--- src/rtl/adl_pkg.sv ---
// Shared types and defaults for the registered address-decode / slave-select unit.
package adl_pkg;

  typedef enum logic {
    IDLE   = 1'b0,
    ACTIVE = 1'b1
  } adl_state_e;

  localparam int unsigned ADL_ADDR_W     = 32;
  localparam int unsigned ADL_NUM_SLAVES = 4;
  localparam int unsigned ADL_SEL_BITS   = 2;
  localparam int unsigned ADL_TIMEOUT    = 16;

  // Widest select vector the helper can build; callers size-cast down to NUM_SLAVES.
  localparam int unsigned ADL_MAX_SLAVES = 256;

  function automatic logic [ADL_MAX_SLAVES-1:0] onehot(input int unsigned idx);
    return ADL_MAX_SLAVES'(1) << idx;
  endfunction

endpackage

--- src/rtl/adl_wdt_counter.sv ---
// Saturating watchdog counter; expire flags the last permitted cycle of a transaction.
module adl_wdt_counter #(
  parameter int unsigned TIMEOUT = 16
) (
  input  logic clk,
  input  logic reset,
  input  logic clr,
  input  logic en,
  output logic expire
);

  localparam int unsigned TW = $clog2(TIMEOUT) + 1;
  localparam logic [TW-1:0] LAST_CNT = TW'(TIMEOUT - 1);
  localparam logic [TW-1:0] MAX_CNT  = '1;

  logic [TW-1:0] r_count;

  always_ff @(posedge clk) begin
    if (reset || clr) begin
      r_count <= '0;
    end else if (en && (r_count != MAX_CNT)) begin
      r_count <= r_count + 1'b1;
    end
  end

  assign expire = (r_count == LAST_CNT);

endmodule

--- src/rtl/adl_txn_decoder.sv ---
// Registered address decoder: latches a one-hot slave select per transaction and
// reports completion, unmapped-address and watchdog errors as done/err pulses.
module adl_txn_decoder
  import adl_pkg::*;
#(
  parameter int unsigned ADDR_W     = ADL_ADDR_W,
  parameter int unsigned NUM_SLAVES = ADL_NUM_SLAVES,
  parameter int unsigned SEL_BITS   = ADL_SEL_BITS,
  parameter int unsigned TIMEOUT    = ADL_TIMEOUT
) (
  input  logic                  clk,
  input  logic                  reset,
  input  logic                  req,
  input  logic [ADDR_W-1:0]     address,
  input  logic [NUM_SLAVES-1:0] slave_ack,
  output logic [NUM_SLAVES-1:0] slave_en,
  output logic [SEL_BITS-1:0]   sel_idx,
  output logic                  busy,
  output logic                  done,
  output logic                  err
);

  adl_state_e            r_state;
  logic [NUM_SLAVES-1:0] r_slave_en;
  logic [SEL_BITS-1:0]   r_sel_idx;
  logic                  r_busy;
  logic                  r_done;
  logic                  r_err;

  logic [SEL_BITS-1:0]   w_idx;
  logic                  w_mapped;
  logic                  w_start;
  logic                  w_ack;
  logic                  w_expire;
  logic [NUM_SLAVES-1:0] w_sel_vec;

  assign w_idx     = address[ADDR_W-1 -: SEL_BITS];
  assign w_mapped  = (32'(w_idx) < NUM_SLAVES);
  assign w_start   = (r_state == IDLE) && req && w_mapped;
  assign w_sel_vec = NUM_SLAVES'(onehot(32'(w_idx)));
  // Only the latched slave's ack counts; masking with the held select ignores the rest.
  assign w_ack     = |(slave_ack & r_slave_en);

  generate
    if (SEL_BITS < ADDR_W) begin : g_addr_low
      logic w_addr_unused;
      assign w_addr_unused = ^address[ADDR_W-SEL_BITS-1:0];
    end
  endgenerate

  adl_wdt_counter #(
    .TIMEOUT (TIMEOUT)
  ) u_wdt (
    .clk    (clk),
    .reset  (reset),
    .clr    (w_start),
    .en     (r_state == ACTIVE),
    .expire (w_expire)
  );

  always_ff @(posedge clk) begin
    if (reset) begin
      r_state    <= IDLE;
      r_slave_en <= '0;
      r_sel_idx  <= '0;
      r_busy     <= 1'b0;
      r_done     <= 1'b0;
      r_err      <= 1'b0;
    end else begin
      r_done <= 1'b0;
      r_err  <= 1'b0;
      case (r_state)
        IDLE: begin
          if (req) begin
            if (w_mapped) begin
              r_slave_en <= w_sel_vec;
              r_sel_idx  <= w_idx;
              r_busy     <= 1'b1;
              r_state    <= ACTIVE;
            end else begin
              r_done <= 1'b1;
              r_err  <= 1'b1;
            end
          end
        end
        ACTIVE: begin
          // Ack is checked first so a same-cycle ack beats the watchdog.
          if (w_ack || w_expire) begin
            r_slave_en <= '0;
            r_busy     <= 1'b0;
            r_done     <= 1'b1;
            r_err      <= !w_ack;
            r_state    <= IDLE;
          end
        end
        default: r_state <= IDLE;
      endcase
    end
  end

  assign slave_en = r_slave_en;
  assign sel_idx  = r_sel_idx;
  assign busy     = r_busy;
  assign done     = r_done;
  assign err      = r_err;

endmodule

--- config.mk ---
export PLATFORM = sky130hd
export DESIGN_NAME = adl_txn_decoder
export DESIGN_NICKNAME = d
export VERILOG_FILES = /design/src/rtl/adl_pkg.sv /design/src/rtl/adl_wdt_counter.sv /design/src/rtl/adl_txn_decoder.sv
export SDC_FILE = /design/constraint.sdc
export NUM_CORES = 1
export LEC_CHECK = 0
export ABC_CLOCK_PERIOD_IN_PS = 4200
export CAP_MARGIN = 10
export CORE_ASPECT_RATIO = 1.25
export CORE_MARGIN = 8
export CORE_UTILIZATION = 30
export CTS_BUF_LIST = sky130_fd_sc_hd__clkbuf_16
export DETAILED_ROUTE_END_ITERATION = 8
export GPL_ROUTABILITY_DRIVEN = 0
export PLACE_DENSITY_LB_ADDON = 0.12
export REMOVE_ABC_BUFFERS = 1
export SETUP_SLACK_MARGIN = 0.1
export SLEW_MARGIN = 5
export SYNTH_ARGS = -nofsm -noshare
export SYNTH_HDL_FRONTEND = slang
export SYNTH_HIERARCHICAL = 1
export SYNTH_SLANG_ARGS = --single-unit
--- constraint.sdc ---
create_clock -name clk -period 4.2 [get_ports clk]
set_input_delay 0.84 -clock clk [delete_from_list [all_inputs] [get_ports clk]]
set_output_delay 0.84 -clock clk [all_outputs]
set_load 0.03 [all_outputs]
==> flow_summary_export.csv <==
group,metric,value,unit
outcome,status,"complete, no violations",
global_routing,grt_pass1_wl,2570,um
clock_tree,htree_levels,1,
floorplanning,fp-row-count,19,
critical_path,arrival,1.32,ns
placed_design,dpl_cell_area,913,um^2
critical_path,worst_setup_path_start_kind,"register",
routing,routedWlPerCell,12.4,um
clock_tree,numCtsBuffers,3,
critical_path,path_delay_family,"buffers and inverters",
clock_tree,root_buffer,"clkbuf_16",
timing,max_freq,464,MHz
critical_path,crit_chain,"clkdlybuf4s50_1",
floorplanning,start_util,0.319,
timing,worst_pin_slew,0.502,ns
final_layout,drive_gt1_frac,0.108,
timing,maxSlewViolCount,0,
critical_path,crit_buf_inv,1,
critical_path,ff2ff_setup_slack,2.55,ns
hold_path,hp-class,"register to register",
critical_path,crit_fanout,4,
critical_path,critical-path-max-stage-delay,0.70,ns
yosys,postSynthCellCount,73,
clock_tree,clockBufferDepth,2,
final_layout,layout_commonest_cell,"clkdlybuf4s50_1",
global_routing,grt_usage,0.0800,
critical_path,cp_slowest_cell,"clkdlybuf4s50_1",
critical_path,reg2reg_from,"u_wdt/r_count[0]$_SDFFE_PP0P_",
floorplanning,core_area,2230,um^2
power,peakVddDrop,228,uV
clock_tree,cts_hold_buf,0,
routing,vias,574,
clock_tree,cts_resized,0,
critical_path,reg2reg_depth,6,
power,power,407,uW
timing,fin_crit_sh,0.514,
global_routing,grt_pass1_vias,592,
yosys,avgSynthCellArea,9.75,um^2
final_layout,multi_input_area,385,um^2
final_layout,final_area,992,um^2
timing,rsz0062_at_grt,"false",
critical_path,critPathCapture,"slave_en[3]",
timing,finalSetupViolCount,0,
final_layout,ff_latch_area,300,um^2
final_layout,finalNetCount,136,
timing,relSlewSlack,0.665,
global_routing,grt-ovfl-total,0,
critical_path,cp-end-kind,"output port",
timing,finalSetupTns,0,ns
routing,routed_wl,1540,um
yosys,ys_seq_area_frac,0.422,
routing,viasPerCell,4.63,
global_routing,grt_max_degree,9,
placed_design,dp_hpwl,1230,um
critical_path,crit_type,"register to output port",
critical_path,cp.depth,1,
power,power.density,410,nW/um^2
yosys,ys_warn_count,6,
floorplanning,die_h,70.5,um
clock_tree,clock_latency,0.24,ns
clock_tree,cts.sinks,15,
yosys,synth_cell_types,29,
floorplanning,io_pins,48,
yosys,synth-seq-cells,15,
floorplanning,die_area,4200,um^2
placed_design,portBuffers,17,
power,cellLeakagePower,0.000386,uW
floorplanning,die_w,59.6,um
critical_path,worstPathRequired,3.36,ns
timing,finalWorstPathRequiredPeriod,2.16,ns
final_layout,syn2layout_area_growth,39.4,%
routing,drt_iter0_markers,9,
routing,drtAntennaViolNets,0,
flow_run,cap_violations,0,
clock_tree,cts_tree,"built",
final_layout,antenna_cells,0,
final_layout,layout_common_cells,"17 x clkdlybuf4s50_1, 15 x dfxtp_1, 8 x nor2_1",
final_layout,fillers,233,
timing,hold_viol_final,0,
clock_tree,post_cts_buffers,0,
clock_tree,cts.clk_slew.worst_paths,0.05,ns
global_routing,grt_antenna_before_repair,0,
critical_path,r2r_end,"u_wdt/r_count[3]$_SDFFE_PP0P_",
critical_path,crit_path_start,"slave_en[3]$_SDFFE_PP0P_",
timing,fin_worst_skew,0.00103,ns
routing,drc,0,
final_layout,fin_util,0.444,
yosys,synthesis.area,712,um^2
routing,firstDrtPassIters,4,
-- cell families (layout without fill, tap and decap cells) --
kind of cell | Yosys count | count (layout) | synth area share
and+or+nand+nor | 27 | 27 | 0.244
muxes | 3 | 3 | 0.0439
adders and majority gates | 3 | 3 | 0.0527
xor gates and xnor gates | 2 | 2 | 0.0246
buffers and inverters | 6 | 26 | 0.0369
DFF | 15 | 15 | 0.422
AOI/OAI and AO/OA | 17 | 17 | 0.176
-- metal layers --
| metal | track usage | vias to the layer above | share of wire | wire [um] |
|---|---|---|---|---|
| met5 | 0 | - | 0 | 0 |
| met4 | 0.0559 | 0 | 0.012 | 19 |
| met3 | 0.0275 | 2 | 0.046 | 71 |
| met2 | 0.135 | 7 | 0.53 | 823 |
| met1 | 0.0779 | 266 | 0.41 | 626 |
| li1 | - | 299 | - | - |
-- sequential cells by signal (all words and copies together), names as in the netlist --
name,flops
done,1
err,1
sel_idx,2
r_state,1
u_wdt/r_count,5
slave_en,4
busy,1
-- worst min-delay path by stage --
| stage | to | depth (start not counted) | start |
|---|---|---|---|
| floorplan | u_wdt/r_count[1]$_SDFFE_PP0P_ | 2 | u_wdt/r_count[1]$_SDFFE_PP0P_ |
| global placement | u_wdt/r_count[1]$_SDFFE_PP0P_ | 2 | u_wdt/r_count[1]$_SDFFE_PP0P_ |
| detailed placement | u_wdt/r_count[1]$_SDFFE_PP0P_ | 2 | u_wdt/r_count[1]$_SDFFE_PP0P_ |
| CTS | u_wdt/r_count[1]$_SDFFE_PP0P_ | 2 | u_wdt/r_count[1]$_SDFFE_PP0P_ |
| global route | u_wdt/r_count[1]$_SDFFE_PP0P_ | 2 | u_wdt/r_count[1]$_SDFFE_PP0P_ |
| finish | u_wdt/r_count[1]$_SDFFE_PP0P_ | 2 | u_wdt/r_count[1]$_SDFFE_PP0P_ |
-- metrics by stage --
stage | worst slack, ns | instances | hold WS [ns]
5_1_grt | 1.95 | 124 | 0.510
3_3_place_gp | 1.80 | 120 | 0.467
6_report | 2.04 | 124 | 0.480
2_1_floorplan | 2.58 | 72 | 0.452
4_1_cts | 2.03 | 124 | 0.480
3_5_place_dp | 1.79 | 120 | 0.474
-- synthesized netlist by cell type --
cell type	count	share of area
a22o_1	4	0.049
or2_1	1	0.0088
xnor2_1	1	0.012
xor2_1	1	0.012
nor3_2	1	0.014
and3_1	2	0.018
o21ai_0	4	0.028
or3_1	1	0.0088
and2b_2	1	0.012
ha_1	3	0.053
o21a_1	1	0.011
inv_1	5	0.026
dfxtp_1	15	0.42
nor2b_1	2	0.018
nor4b_4	1	0.033
a21oi_1	3	0.021
or2_2	1	0.0088
a32o_1	2	0.028
nand3_1	2	0.014
nand2b_4	1	0.019
nand2_1	3	0.016
mux2_2	1	0.016
nor2_1	8	0.042
mux2i_1	2	0.028
a21o_1	1	0.011
a211oi_2	1	0.018
buf_4	1	0.011
a211oi_1	1	0.011
nand3b_1	3	0.032
-- final cells by class --
class                   instances  area share
repair buffers                 17       0.172
well taps                      31      0.0391
multi-input cells              52       0.388
clock buffers                   3      0.0757
inverters                       5      0.0189
flip-flops and latches         15       0.303
clock inverters                 1     0.00378
-- where the power goes --
part | total [uW] | internal (uW) | switching (uW)
logic | 65.3 | 31.7 | 33.6
clock network | 182 | 126 | 55.9
registers | 160 | 151 | 8.43
Note: power is estimated with default switching activity, not from simulation.
